`config.mk`:
```
export PLATFORM = sky130hd
export DESIGN_NAME = pic_host_sequencer_flat
export DESIGN_NICKNAME = d
export VERILOG_FILES = /design/src/rtl/pic_seq_pkg.sv /design/src/rtl/pic_host_sequencer_if.sv /design/src/rtl/pic_bus_write_timer.sv /design/src/rtl/pic_host_sequencer.sv /design/src/flat_wrapper.sv
export SDC_FILE = /design/constraint.sdc
export NUM_CORES = 1
export LEC_CHECK = 0
export CAP_MARGIN = 30
export CORE_AREA = 2 2 85 87
export CTS_CLUSTER_DIAMETER = 50
export CTS_CLUSTER_SIZE = 12
export DETAILED_ROUTE_END_ITERATION = 10
export DIE_AREA = 0 0 87 89
export GPL_ROUTABILITY_DRIVEN = 0
export PLACE_DENSITY_LB_ADDON = 0.05
export SLEW_MARGIN = 10
export SYNTH_ARGS = -nofsm -noshare
export SYNTH_HDL_FRONTEND = slang
export SYNTH_SLANG_ARGS = --single-unit
export TNS_END_PERCENT = 1
```
`constraint.sdc`:
```
create_clock -name clock -period 2.2 [get_ports clock]
set_clock_uncertainty 0.05 [all_clocks]
set_input_delay 0.55 -clock clock [delete_from_list [all_inputs] [get_ports clock]]
set_output_delay 0.55 -clock clock [all_outputs]
set_load 0.05 [all_outputs]
```
`src/rtl/pic_seq_pkg.sv`:
```
// Shared types, constants and init-list helpers for the 8259A host sequencer.
package pic_seq_pkg;

    typedef enum logic [2:0] {
        IDLE, W_SETUP, W_STROBE, W_HOLD, W_GAP, INTA_LO, INTA_HI, VEC_WAIT
    } state_e;

    typedef enum logic [1:0] {PH_SETUP, PH_PULSE, PH_HOLD, PH_GAP} phase_e;

    typedef enum logic [2:0] {WD_ICW1, WD_ICW2, WD_ICW3, WD_ICW4, WD_OCW1} word_e;

    typedef struct packed {
        logic [7:0] icw1;
        logic [7:0] icw2;
        logic [7:0] icw3;
        logic [7:0] icw4;
        logic [7:0] ocw1;
    } init_words_t;

    localparam logic       A0_CMD    = 1'b0;
    localparam logic       A0_DATA   = 1'b1;
    localparam int         ICW1_SNGL = 1;
    localparam int         ICW1_IC4  = 0;
    localparam int         ICW4_UPM  = 0;
    localparam logic [2:0] OCW2_SEOI = 3'b011;

    // ICW3 exists only in cascade mode, ICW4 only when ICW1 asks for it.
    function automatic word_e next_word(word_e cur, logic [7:0] icw1);
        word_e nxt;
        nxt = WD_OCW1;
        case (cur)
            WD_ICW1: nxt = WD_ICW2;
            WD_ICW2: nxt = !icw1[ICW1_SNGL] ? WD_ICW3 : (icw1[ICW1_IC4] ? WD_ICW4 : WD_OCW1);
            WD_ICW3: nxt = icw1[ICW1_IC4] ? WD_ICW4 : WD_OCW1;
            default: nxt = WD_OCW1;
        endcase
        return nxt;
    endfunction

    function automatic logic [7:0] word_data(init_words_t w, word_e sel);
        logic [7:0] d;
        d = w.ocw1;
        case (sel)
            WD_ICW1: d = w.icw1;
            WD_ICW2: d = w.icw2;
            WD_ICW3: d = w.icw3;
            WD_ICW4: d = w.icw4;
            default: d = w.ocw1;
        endcase
        return d;
    endfunction

    function automatic logic upm_mode(init_words_t w);
        return w.icw1[ICW1_IC4] ? w.icw4[ICW4_UPM] : 1'b0;
    endfunction

endpackage

```
`src/rtl/pic_host_sequencer_if.sv`:
```
// Fabric-side and PIC-side signal bundle; master is the sequencer, slave its environment.
interface pic_host_sequencer_if;
    logic        cfg_start;
    logic [7:0]  cfg_icw1, cfg_icw2, cfg_icw3, cfg_icw4, cfg_ocw1;
    logic        cfg_busy, cfg_done;
    logic        pic_chip_select_n, pic_write_enable_n, pic_read_enable_n;
    logic        pic_address;
    logic [7:0]  pic_data_out;
    logic        pic_data_oe;
    logic [7:0]  pic_data_in;
    logic        pic_interrupt;
    logic        pic_interrupt_acknowledge_n;
    logic        vec_valid;
    logic [15:0] vec_data;
    logic        vec_ready;
    logic        eoi_valid;
    logic [2:0]  eoi_level;
    logic        eoi_ready;

    modport master (
        input  cfg_start, cfg_icw1, cfg_icw2, cfg_icw3, cfg_icw4, cfg_ocw1,
               pic_data_in, pic_interrupt, vec_ready, eoi_valid, eoi_level,
        output cfg_busy, cfg_done, pic_chip_select_n, pic_write_enable_n,
               pic_read_enable_n, pic_address, pic_data_out, pic_data_oe,
               pic_interrupt_acknowledge_n, vec_valid, vec_data, eoi_ready
    );

    modport slave (
        output cfg_start, cfg_icw1, cfg_icw2, cfg_icw3, cfg_icw4, cfg_ocw1,
               pic_data_in, pic_interrupt, vec_ready, eoi_valid, eoi_level,
        input  cfg_busy, cfg_done, pic_chip_select_n, pic_write_enable_n,
               pic_read_enable_n, pic_address, pic_data_out, pic_data_oe,
               pic_interrupt_acknowledge_n, vec_valid, vec_data, eoi_ready
    );
endinterface

```
`src/rtl/pic_bus_write_timer.sv`:
```
// Shared phase down-counter: start_i loads the selected phase length, done_o marks its last cycle.
module pic_bus_write_timer
    import pic_seq_pkg::*;
#(
    parameter int SETUP_CYCLES = 1,
    parameter int PULSE_CYCLES = 2,
    parameter int HOLD_CYCLES  = 1,
    parameter int GAP_CYCLES   = 1
) (
    input  logic   clock,
    input  logic   reset,
    input  logic   start_i,
    input  phase_e phase_i,
    output logic   done_o
);
    localparam int MAX_SP  = (SETUP_CYCLES > PULSE_CYCLES) ? SETUP_CYCLES : PULSE_CYCLES;
    localparam int MAX_HG  = (HOLD_CYCLES > GAP_CYCLES) ? HOLD_CYCLES : GAP_CYCLES;
    localparam int MAX_CYC = (MAX_SP > MAX_HG) ? MAX_SP : MAX_HG;
    localparam int CW      = $clog2(MAX_CYC + 1);

    logic [CW-1:0] cnt_q, cnt_d, load_val;

    always_comb begin
        // NOTE: every combinational output gets a default before the case so no latch is inferred.
        load_val = '0;
        unique case (phase_i)
            PH_SETUP: load_val = CW'(SETUP_CYCLES - 1);
            PH_PULSE: load_val = CW'(PULSE_CYCLES - 1);
            PH_HOLD:  load_val = CW'(HOLD_CYCLES - 1);
            PH_GAP:   load_val = CW'(GAP_CYCLES - 1);
        endcase
    end

    always_comb begin
        cnt_d = cnt_q;
        if (start_i)             cnt_d = load_val;
        else if (cnt_q != '0)    cnt_d = cnt_q - 1'b1;
    end

    // NOTE: sequential state uses non-blocking assignment so all flops update together at the edge.
    always_ff @(posedge clock) begin
        if (reset) cnt_q <= '0;
        else       cnt_q <= cnt_d;
    end

    assign done_o = (cnt_q == '0);
endmodule

```
`src/rtl/pic_host_sequencer.sv`:
```
// 8259A host sequencer: init word list, INTA trains with vector capture, optional
// specific-EOI writes when PIC_SEQ_EOI_EN is defined.
module pic_host_sequencer
    import pic_seq_pkg::*;
#(
    parameter int SETUP_CYCLES = 1,
    parameter int PULSE_CYCLES = 2,
    parameter int HOLD_CYCLES  = 1,
    parameter int GAP_CYCLES   = 1
) (
    input  logic                clock,
    input  logic                reset,
    pic_host_sequencer_if.master bus
);
    if (SETUP_CYCLES < 1 || PULSE_CYCLES < 1 || HOLD_CYCLES < 1 || GAP_CYCLES < 1) begin : g_bad_params
        $error("pic_host_sequencer: all timing parameters must be >= 1");
    end

    state_e      state_q, state_d;
    init_words_t words_q, words_d;
    word_e       idx_q, idx_d;
    logic        eoi_op_q, eoi_op_d;
    logic        addr_q, addr_d;
    logic [7:0]  wdata_q, wdata_d;
    logic        busy_q, busy_d;
    logic        done_q, done_d;
    logic        init_ok_q, init_ok_d;
    logic [1:0]  pulse_q, pulse_d;
    logic [15:0] vec_q, vec_d;
    logic        tmr_start, tmr_done, eoi_ready_c, upm;
    phase_e      tmr_phase;

    pic_bus_write_timer #(
        .SETUP_CYCLES(SETUP_CYCLES), .PULSE_CYCLES(PULSE_CYCLES),
        .HOLD_CYCLES(HOLD_CYCLES),   .GAP_CYCLES(GAP_CYCLES)
    ) u_timer (
        .clock(clock), .reset(reset), .start_i(tmr_start), .phase_i(tmr_phase), .done_o(tmr_done)
    );

    assign upm = upm_mode(words_q);

    always_comb begin
        state_d = state_q;  words_d = words_q;  idx_d = idx_q;  eoi_op_d = eoi_op_q;
        addr_d = addr_q;    wdata_d = wdata_q;  busy_d = busy_q; done_d = 1'b0;
        init_ok_d = init_ok_q; pulse_d = pulse_q; vec_d = vec_q;
        tmr_start = 1'b0;   tmr_phase = PH_SETUP; eoi_ready_c = 1'b0;
        case (state_q)
            IDLE: begin
                if (bus.cfg_start) begin
                    words_d   = '{bus.cfg_icw1, bus.cfg_icw2, bus.cfg_icw3, bus.cfg_icw4, bus.cfg_ocw1};
                    idx_d     = WD_ICW1;   eoi_op_d = 1'b0;
                    addr_d    = A0_CMD;    wdata_d  = bus.cfg_icw1;
                    busy_d    = 1'b1;      init_ok_d = 1'b0;
                    state_d   = W_SETUP;   tmr_start = 1'b1;
`ifdef PIC_SEQ_EOI_EN
                end else if (bus.eoi_valid && init_ok_q) begin
                    eoi_ready_c = 1'b1;    eoi_op_d = 1'b1;
                    addr_d    = A0_CMD;    wdata_d  = {OCW2_SEOI, 2'b00, bus.eoi_level};
                    state_d   = W_SETUP;   tmr_start = 1'b1;
`endif
                end else if (bus.pic_interrupt && init_ok_q) begin
                    pulse_d   = 2'd0;      state_d = INTA_LO;
                    tmr_start = 1'b1;      tmr_phase = PH_PULSE;
                end
            end
            W_SETUP:  if (tmr_done) begin state_d = W_STROBE; tmr_start = 1'b1; tmr_phase = PH_PULSE; end
            W_STROBE: if (tmr_done) begin state_d = W_HOLD;   tmr_start = 1'b1; tmr_phase = PH_HOLD;  end
            W_HOLD:   if (tmr_done) begin state_d = W_GAP;    tmr_start = 1'b1; tmr_phase = PH_GAP;   end
            W_GAP: if (tmr_done) begin
                if (eoi_op_q) begin
                    state_d = IDLE;
                end else if (idx_q == WD_OCW1) begin
                    state_d = IDLE; busy_d = 1'b0; done_d = 1'b1; init_ok_d = 1'b1;
                end else begin
                    idx_d   = next_word(idx_q, words_q.icw1);
                    addr_d  = A0_DATA;
                    wdata_d = word_data(words_q, idx_d);
                    state_d = W_SETUP; tmr_start = 1'b1;
                end
            end
            INTA_LO: if (tmr_done) begin
                // The bus is sampled on the last low cycle, when the PIC's data is settled.
                if (pulse_q == 2'd1) begin
                    if (upm) vec_d = {8'h00, bus.pic_data_in};
                    else     vec_d[7:0] = bus.pic_data_in;
                end else if (pulse_q == 2'd2) begin
                    vec_d[15:8] = bus.pic_data_in;
                end
                state_d = INTA_HI; tmr_start = 1'b1; tmr_phase = PH_GAP;
            end
            INTA_HI: if (tmr_done) begin
                if (pulse_q == (upm ? 2'd1 : 2'd2)) begin
                    state_d = VEC_WAIT;
                end else begin
                    pulse_d = pulse_q + 2'd1;
                    state_d = INTA_LO; tmr_start = 1'b1; tmr_phase = PH_PULSE;
                end
            end
            VEC_WAIT: if (bus.vec_ready) state_d = IDLE;
            default:  state_d = IDLE;
        endcase
    end

    always_ff @(posedge clock) begin
        if (reset) begin
            state_q <= IDLE;   words_q <= '0;     idx_q <= WD_ICW1;  eoi_op_q <= 1'b0;
            addr_q <= A0_CMD;  wdata_q <= '0;     busy_q <= 1'b0;    done_q <= 1'b0;
            init_ok_q <= 1'b0; pulse_q <= '0;     vec_q <= '0;
        end else begin
            state_q <= state_d; words_q <= words_d; idx_q <= idx_d;   eoi_op_q <= eoi_op_d;
            addr_q <= addr_d;   wdata_q <= wdata_d; busy_q <= busy_d; done_q <= done_d;
            init_ok_q <= init_ok_d; pulse_q <= pulse_d; vec_q <= vec_d;
        end
    end

`ifndef PIC_SEQ_EOI_EN
    logic unused_eoi;
    assign unused_eoi = ^{bus.eoi_valid, bus.eoi_level};
`endif

    logic cs_active;
    assign cs_active                       = (state_q == W_SETUP) || (state_q == W_STROBE) || (state_q == W_HOLD);
    assign bus.pic_chip_select_n           = !cs_active;
    assign bus.pic_data_oe                 = cs_active;
    assign bus.pic_write_enable_n          = (state_q != W_STROBE);
    assign bus.pic_read_enable_n           = 1'b1;
    assign bus.pic_address                 = addr_q;
    assign bus.pic_data_out                = wdata_q;
    assign bus.pic_interrupt_acknowledge_n = (state_q != INTA_LO);
    assign bus.cfg_busy                    = busy_q;
    assign bus.cfg_done                    = done_q;
    assign bus.vec_valid                   = (state_q == VEC_WAIT);
    assign bus.vec_data                    = vec_q;
    assign bus.eoi_ready                   = eoi_ready_c;
endmodule

```
`src/flat_wrapper.sv`:
```
// flat-port wrapper written by rule: the top's interface ports become plain ports
module pic_host_sequencer_flat import pic_seq_pkg::*;
#(
    parameter int SETUP_CYCLES = 1,
    parameter int PULSE_CYCLES = 2,
    parameter int HOLD_CYCLES  = 1,
    parameter int GAP_CYCLES   = 1
)
  (clock, reset, bus_cfg_start, bus_cfg_icw1, bus_cfg_icw2, bus_cfg_icw3, bus_cfg_icw4, bus_cfg_ocw1, bus_pic_data_in, bus_pic_interrupt, bus_vec_ready, bus_eoi_valid, bus_eoi_level, bus_cfg_busy, bus_cfg_done, bus_pic_chip_select_n, bus_pic_write_enable_n, bus_pic_read_enable_n, bus_pic_address, bus_pic_data_out, bus_pic_data_oe, bus_pic_interrupt_acknowledge_n, bus_vec_valid, bus_vec_data, bus_eoi_ready);
  pic_host_sequencer_if bus_i ();
  input  logic clock;
  input  logic reset;
  input wire logic [$bits(bus_i.cfg_start)-1:0] bus_cfg_start;
  input wire logic [$bits(bus_i.cfg_icw1)-1:0] bus_cfg_icw1;
  input wire logic [$bits(bus_i.cfg_icw2)-1:0] bus_cfg_icw2;
  input wire logic [$bits(bus_i.cfg_icw3)-1:0] bus_cfg_icw3;
  input wire logic [$bits(bus_i.cfg_icw4)-1:0] bus_cfg_icw4;
  input wire logic [$bits(bus_i.cfg_ocw1)-1:0] bus_cfg_ocw1;
  input wire logic [$bits(bus_i.pic_data_in)-1:0] bus_pic_data_in;
  input wire logic [$bits(bus_i.pic_interrupt)-1:0] bus_pic_interrupt;
  input wire logic [$bits(bus_i.vec_ready)-1:0] bus_vec_ready;
  input wire logic [$bits(bus_i.eoi_valid)-1:0] bus_eoi_valid;
  input wire logic [$bits(bus_i.eoi_level)-1:0] bus_eoi_level;
  output wire logic [$bits(bus_i.cfg_busy)-1:0] bus_cfg_busy;
  output wire logic [$bits(bus_i.cfg_done)-1:0] bus_cfg_done;
  output wire logic [$bits(bus_i.pic_chip_select_n)-1:0] bus_pic_chip_select_n;
  output wire logic [$bits(bus_i.pic_write_enable_n)-1:0] bus_pic_write_enable_n;
  output wire logic [$bits(bus_i.pic_read_enable_n)-1:0] bus_pic_read_enable_n;
  output wire logic [$bits(bus_i.pic_address)-1:0] bus_pic_address;
  output wire logic [$bits(bus_i.pic_data_out)-1:0] bus_pic_data_out;
  output wire logic [$bits(bus_i.pic_data_oe)-1:0] bus_pic_data_oe;
  output wire logic [$bits(bus_i.pic_interrupt_acknowledge_n)-1:0] bus_pic_interrupt_acknowledge_n;
  output wire logic [$bits(bus_i.vec_valid)-1:0] bus_vec_valid;
  output wire logic [$bits(bus_i.vec_data)-1:0] bus_vec_data;
  output wire logic [$bits(bus_i.eoi_ready)-1:0] bus_eoi_ready;
  assign bus_i.cfg_start = bus_cfg_start;
  assign bus_i.cfg_icw1 = bus_cfg_icw1;
  assign bus_i.cfg_icw2 = bus_cfg_icw2;
  assign bus_i.cfg_icw3 = bus_cfg_icw3;
  assign bus_i.cfg_icw4 = bus_cfg_icw4;
  assign bus_i.cfg_ocw1 = bus_cfg_ocw1;
  assign bus_i.pic_data_in = bus_pic_data_in;
  assign bus_i.pic_interrupt = bus_pic_interrupt;
  assign bus_i.vec_ready = bus_vec_ready;
  assign bus_i.eoi_valid = bus_eoi_valid;
  assign bus_i.eoi_level = bus_eoi_level;
  assign bus_cfg_busy = bus_i.cfg_busy;
  assign bus_cfg_done = bus_i.cfg_done;
  assign bus_pic_chip_select_n = bus_i.pic_chip_select_n;
  assign bus_pic_write_enable_n = bus_i.pic_write_enable_n;
  assign bus_pic_read_enable_n = bus_i.pic_read_enable_n;
  assign bus_pic_address = bus_i.pic_address;
  assign bus_pic_data_out = bus_i.pic_data_out;
  assign bus_pic_data_oe = bus_i.pic_data_oe;
  assign bus_pic_interrupt_acknowledge_n = bus_i.pic_interrupt_acknowledge_n;
  assign bus_vec_valid = bus_i.vec_valid;
  assign bus_vec_data = bus_i.vec_data;
  assign bus_eoi_ready = bus_i.eoi_ready;
  pic_host_sequencer #(.SETUP_CYCLES(SETUP_CYCLES), .PULSE_CYCLES(PULSE_CYCLES), .HOLD_CYCLES(HOLD_CYCLES), .GAP_CYCLES(GAP_CYCLES)) u_core (.clock(clock), .reset(reset), .bus(bus_i));
endmodule
```
==> impl_metrics.csv <==
group,metric,value,unit
outcome,outcome,"completed",
power,total_power,4030,uW
sta,rsz0062_at_grt,"no",
drt,routed-via-count,3001,
global_route,grt_max_degree,57,
setup_path,startpoint_type,"register",
power,power_frac_seq,39.4,%
floorplanning,start_util,46.9,%
sta,setup_viol,0,
power,p_switching,1410,uW
yosys,synth_warnings,0,
global_route,track_usage,21.9,%
setup_path,cp_top_family,"buffers and inverters",
clocking,path_clk_slew,0.08,ns
yosys,synth_edf_count,0,
yosys,synth_cells,383,
finish,diodes,0,
floorplanning,core,6720,sq um
yosys,synth.distinct_cells,44,
yosys,ys_seq_elements,72,
power,switching_share,34.8,%
clocking,htreeDepth,3,
place,place_area,4120,sq um
yosys,synth_nets,443,
power,vdd_drop_max,0.475,mV
finish,nFillCells,617,
sta,finalMaxSlewViolations,0,
place,dpl.hpwl,5450,um
global_route,grt_overflow,0,
setup_path,crit_type,"reg2out",
setup_path,worstPathArrival,1.51,ns
sta,timing.fmax,0.475,GHz
drt,ant_nets,0,
min_path,hold_path.class,"reg2reg",
setup_path,cp.required,1.60,ns
sta,report.final.hold_viol_count,0,
setup_path,path_max_fanout,2,
sta,min_period_over_period,95.8,%
clocking,numCtsBuffers,9,
power,power.density,930,nW/um^2
setup_path,critical_path.max_stage_delay,0.82,ns
place,portBuffers,84,
global_route,top_usage_layer,"met2",
yosys,ys_seq_area_share,45.8,%
clocking,cts_sinks,72,
global_route,grt_pass1_vias,2884,
sta,slew_headroom,60.4,%
drt,viasPerCell,5.46,
drt,wl_per_cell,14.4,um
floorplanning,rows,30,
finish,drive_gt1_share,10.0,%
yosys,syn_area,3150,sq um
drt,drtIter0Drc,284,
finish,postLayoutCellArea,4340,sq um
job,maxCapViolations,0,
floorplanning,die-area,7740,sq um
power,p_leak,0.00157,uW
clocking,tritoncts,"yes",
finish,final_nets,525,
finish,layout_commonest_cell,"nand2_1",
global_route,groute.layer.met3.usage,5.17,%
clocking,root_buffer,"clkbuf_8",
floorplanning,die_h,89,um
finish,layout_common_cells,"82 x nand2_1, 78 x clkdlybuf4s50_1, 70 x dfxtp_1",
global_route,antenna_found_initial,0,
setup_path,end_kind,"primary output",
setup_path,cp_num_buf_inv,1,
setup_path,slowest_stage,"clkdlybuf4s50_1",
clocking,clockBufferDepth,2,
sta,setup-tns-final,0,ns
global_route,grtUsageMet2,33.2,%
power,pwr-share-comb,33.2,%
power,p_clk_share,27.4,%
yosys,syn_avg_cell_area,8.23,sq um
drt,drtPass1Iterations,7,
finish,syn_to_final_growth,37.7,%
global_route,use_met1,30.0,%
setup_path,crit_chain,"clkdlybuf4s50_1",
power,intPower,2630,uW
drt,routed_wirelength,7940,um
floorplanning,die_w,87,um
yosys,async_flop_share,0,%
drt,drc,0,
clocking,clkLatencyLatePin,0.34,ns
sta,period_needed,2.11,ns
yosys,synth_flop_cell,"dfxtp_1",
sta,worst_slew_pin_slew,0.588,ns
global_route,grt_pass1_wl,13400,um
floorplanning,pin_count,91,
==> worst reg2reg max path, cell delays in order (launching register included) <==
cell and delay, ns:
dfxtp_1 0.48, or3b_1 0.43, and4_4 0.24, a21boi_4 0.18, a222oi_1 0.34, o22ai_1 0.12
==> worst paths after layout <==
path,to,depth (start not counted),slack [ns],start
min,u_core.words_q[17],2,0.41,u_core.words_q[17]
max reg2reg,u_core.bus.pic_data_out[1],5,0.22,u_core.idx_q[2]
max,bus_vec_data[2],1,0.09,u_core.bus.vec_data[2]
min reg2reg,u_core.words_q[17],2,0.41,u_core.words_q[17]
==> synthesized netlist by cell type (4+ instances only) <==
| library cell | count | area share [%] |
|---|---|---|
| nand2_1 | 82 | 9.8 |
| dfxtp_1 | 72 | 46 |
| a21oi_1 | 51 | 8.1 |
| nor2_1 | 22 | 2.6 |
| clkbuf_1 | 18 | 2.1 |
| a222oi_1 | 13 | 4.1 |
| nand3b_1 | 12 | 2.9 |
| nand2b_1 | 11 | 2.2 |
| inv_1 | 9 | 1.1 |
| mux2i_1 | 9 | 2.9 |
| buf_2 | 8 | 1.3 |
| o22ai_1 | 8 | 1.6 |
| o21ai_0 | 7 | 1.1 |
| a31oi_1 | 6 | 1.2 |
| nor2b_1 | 5 | 0.99 |
| buf_4 | 4 | 0.95 |
| nand3_1 | 4 | 0.64 |
| nor3_1 | 4 | 0.64 |
==> stage by stage <==
step	hold slack, ns	instances	utilization (%)	setup WS (ns)
2_1_floorplan	0.382	383	-	0.176
3_3_place_gp	0.393	533	61.3	0.144
3_5_place_dp	0.399	534	61.3	0.106
4_1_cts	0.409	550	64.5	0.0345
5_1_grt	0.434	550	64.6	0.0508
6_report	0.406	550	64.6	0.0930
==> logic make-up after synthesis <==
logic type | share of synthesized area, %
compound gates | 20.6
flops | 45.8
buf+inv | 5.80
fa+ha+maj | 1.19
mux | 2.86
other cells | 0.238
simple gates | 23.6
==> registers in the layout, indices dropped and copies added, names as in the netlist <==
name	cells
u_core.pulse_q	2
u_core.bus.pic_address	1
u_core.state_q	3
u_core.bus.pic_data_out	8
u_core.bus.vec_data	16
u_core.init_ok_q	1
u_core.u_timer.cnt_q	2
u_core.idx_q	3
u_core.words_q	34
u_core.bus.cfg_done	1
u_core.bus.cfg_busy	1
==> per-layer routing <==
layer / wire length [um] / vias up
met5: 0 / -
met4: 107 / 0
met3: 500 / 9
met2: 3480 / 104
met1: 3860 / 1380
li1: - / 1508
==> cell type report <==
type	count	area, sq um	area share (%)
Clock buffer	11	151	3.49
Clock inverter	5	62.6	1.44
Inverter	9	33.8	0.779
Multi-Input combinational cell	271	1530	35.2
Sequential cell	72	1440	33.3
Tap cell	80	100	2.31
Timing Repair Buffer	102	1020	23.4
==> what timing repair did <==
| action | in CTS | in global routing |
|---|---|---|
| setup endpoints to repair | 0 | 3 |
| setup buffers | 0 | 0 |
| hold buffers | 0 | 0 |
| resized for setup | 0 | 2 |
==> power groups by stage <==
stage | Clock, uW | Sequential (uW) | Combinational (uW)
floorplan | 0 | 1670 | 757
global route | 1180 | 1610 | 1480
detailed placement | 0 | 1610 | 1340
global placement | 0 | 1610 | 1310
finish | 1100 | 1590 | 1340
CTS | 1130 | 1580 | 1340
No activity file was read; power rests on OpenSTA's default activity.
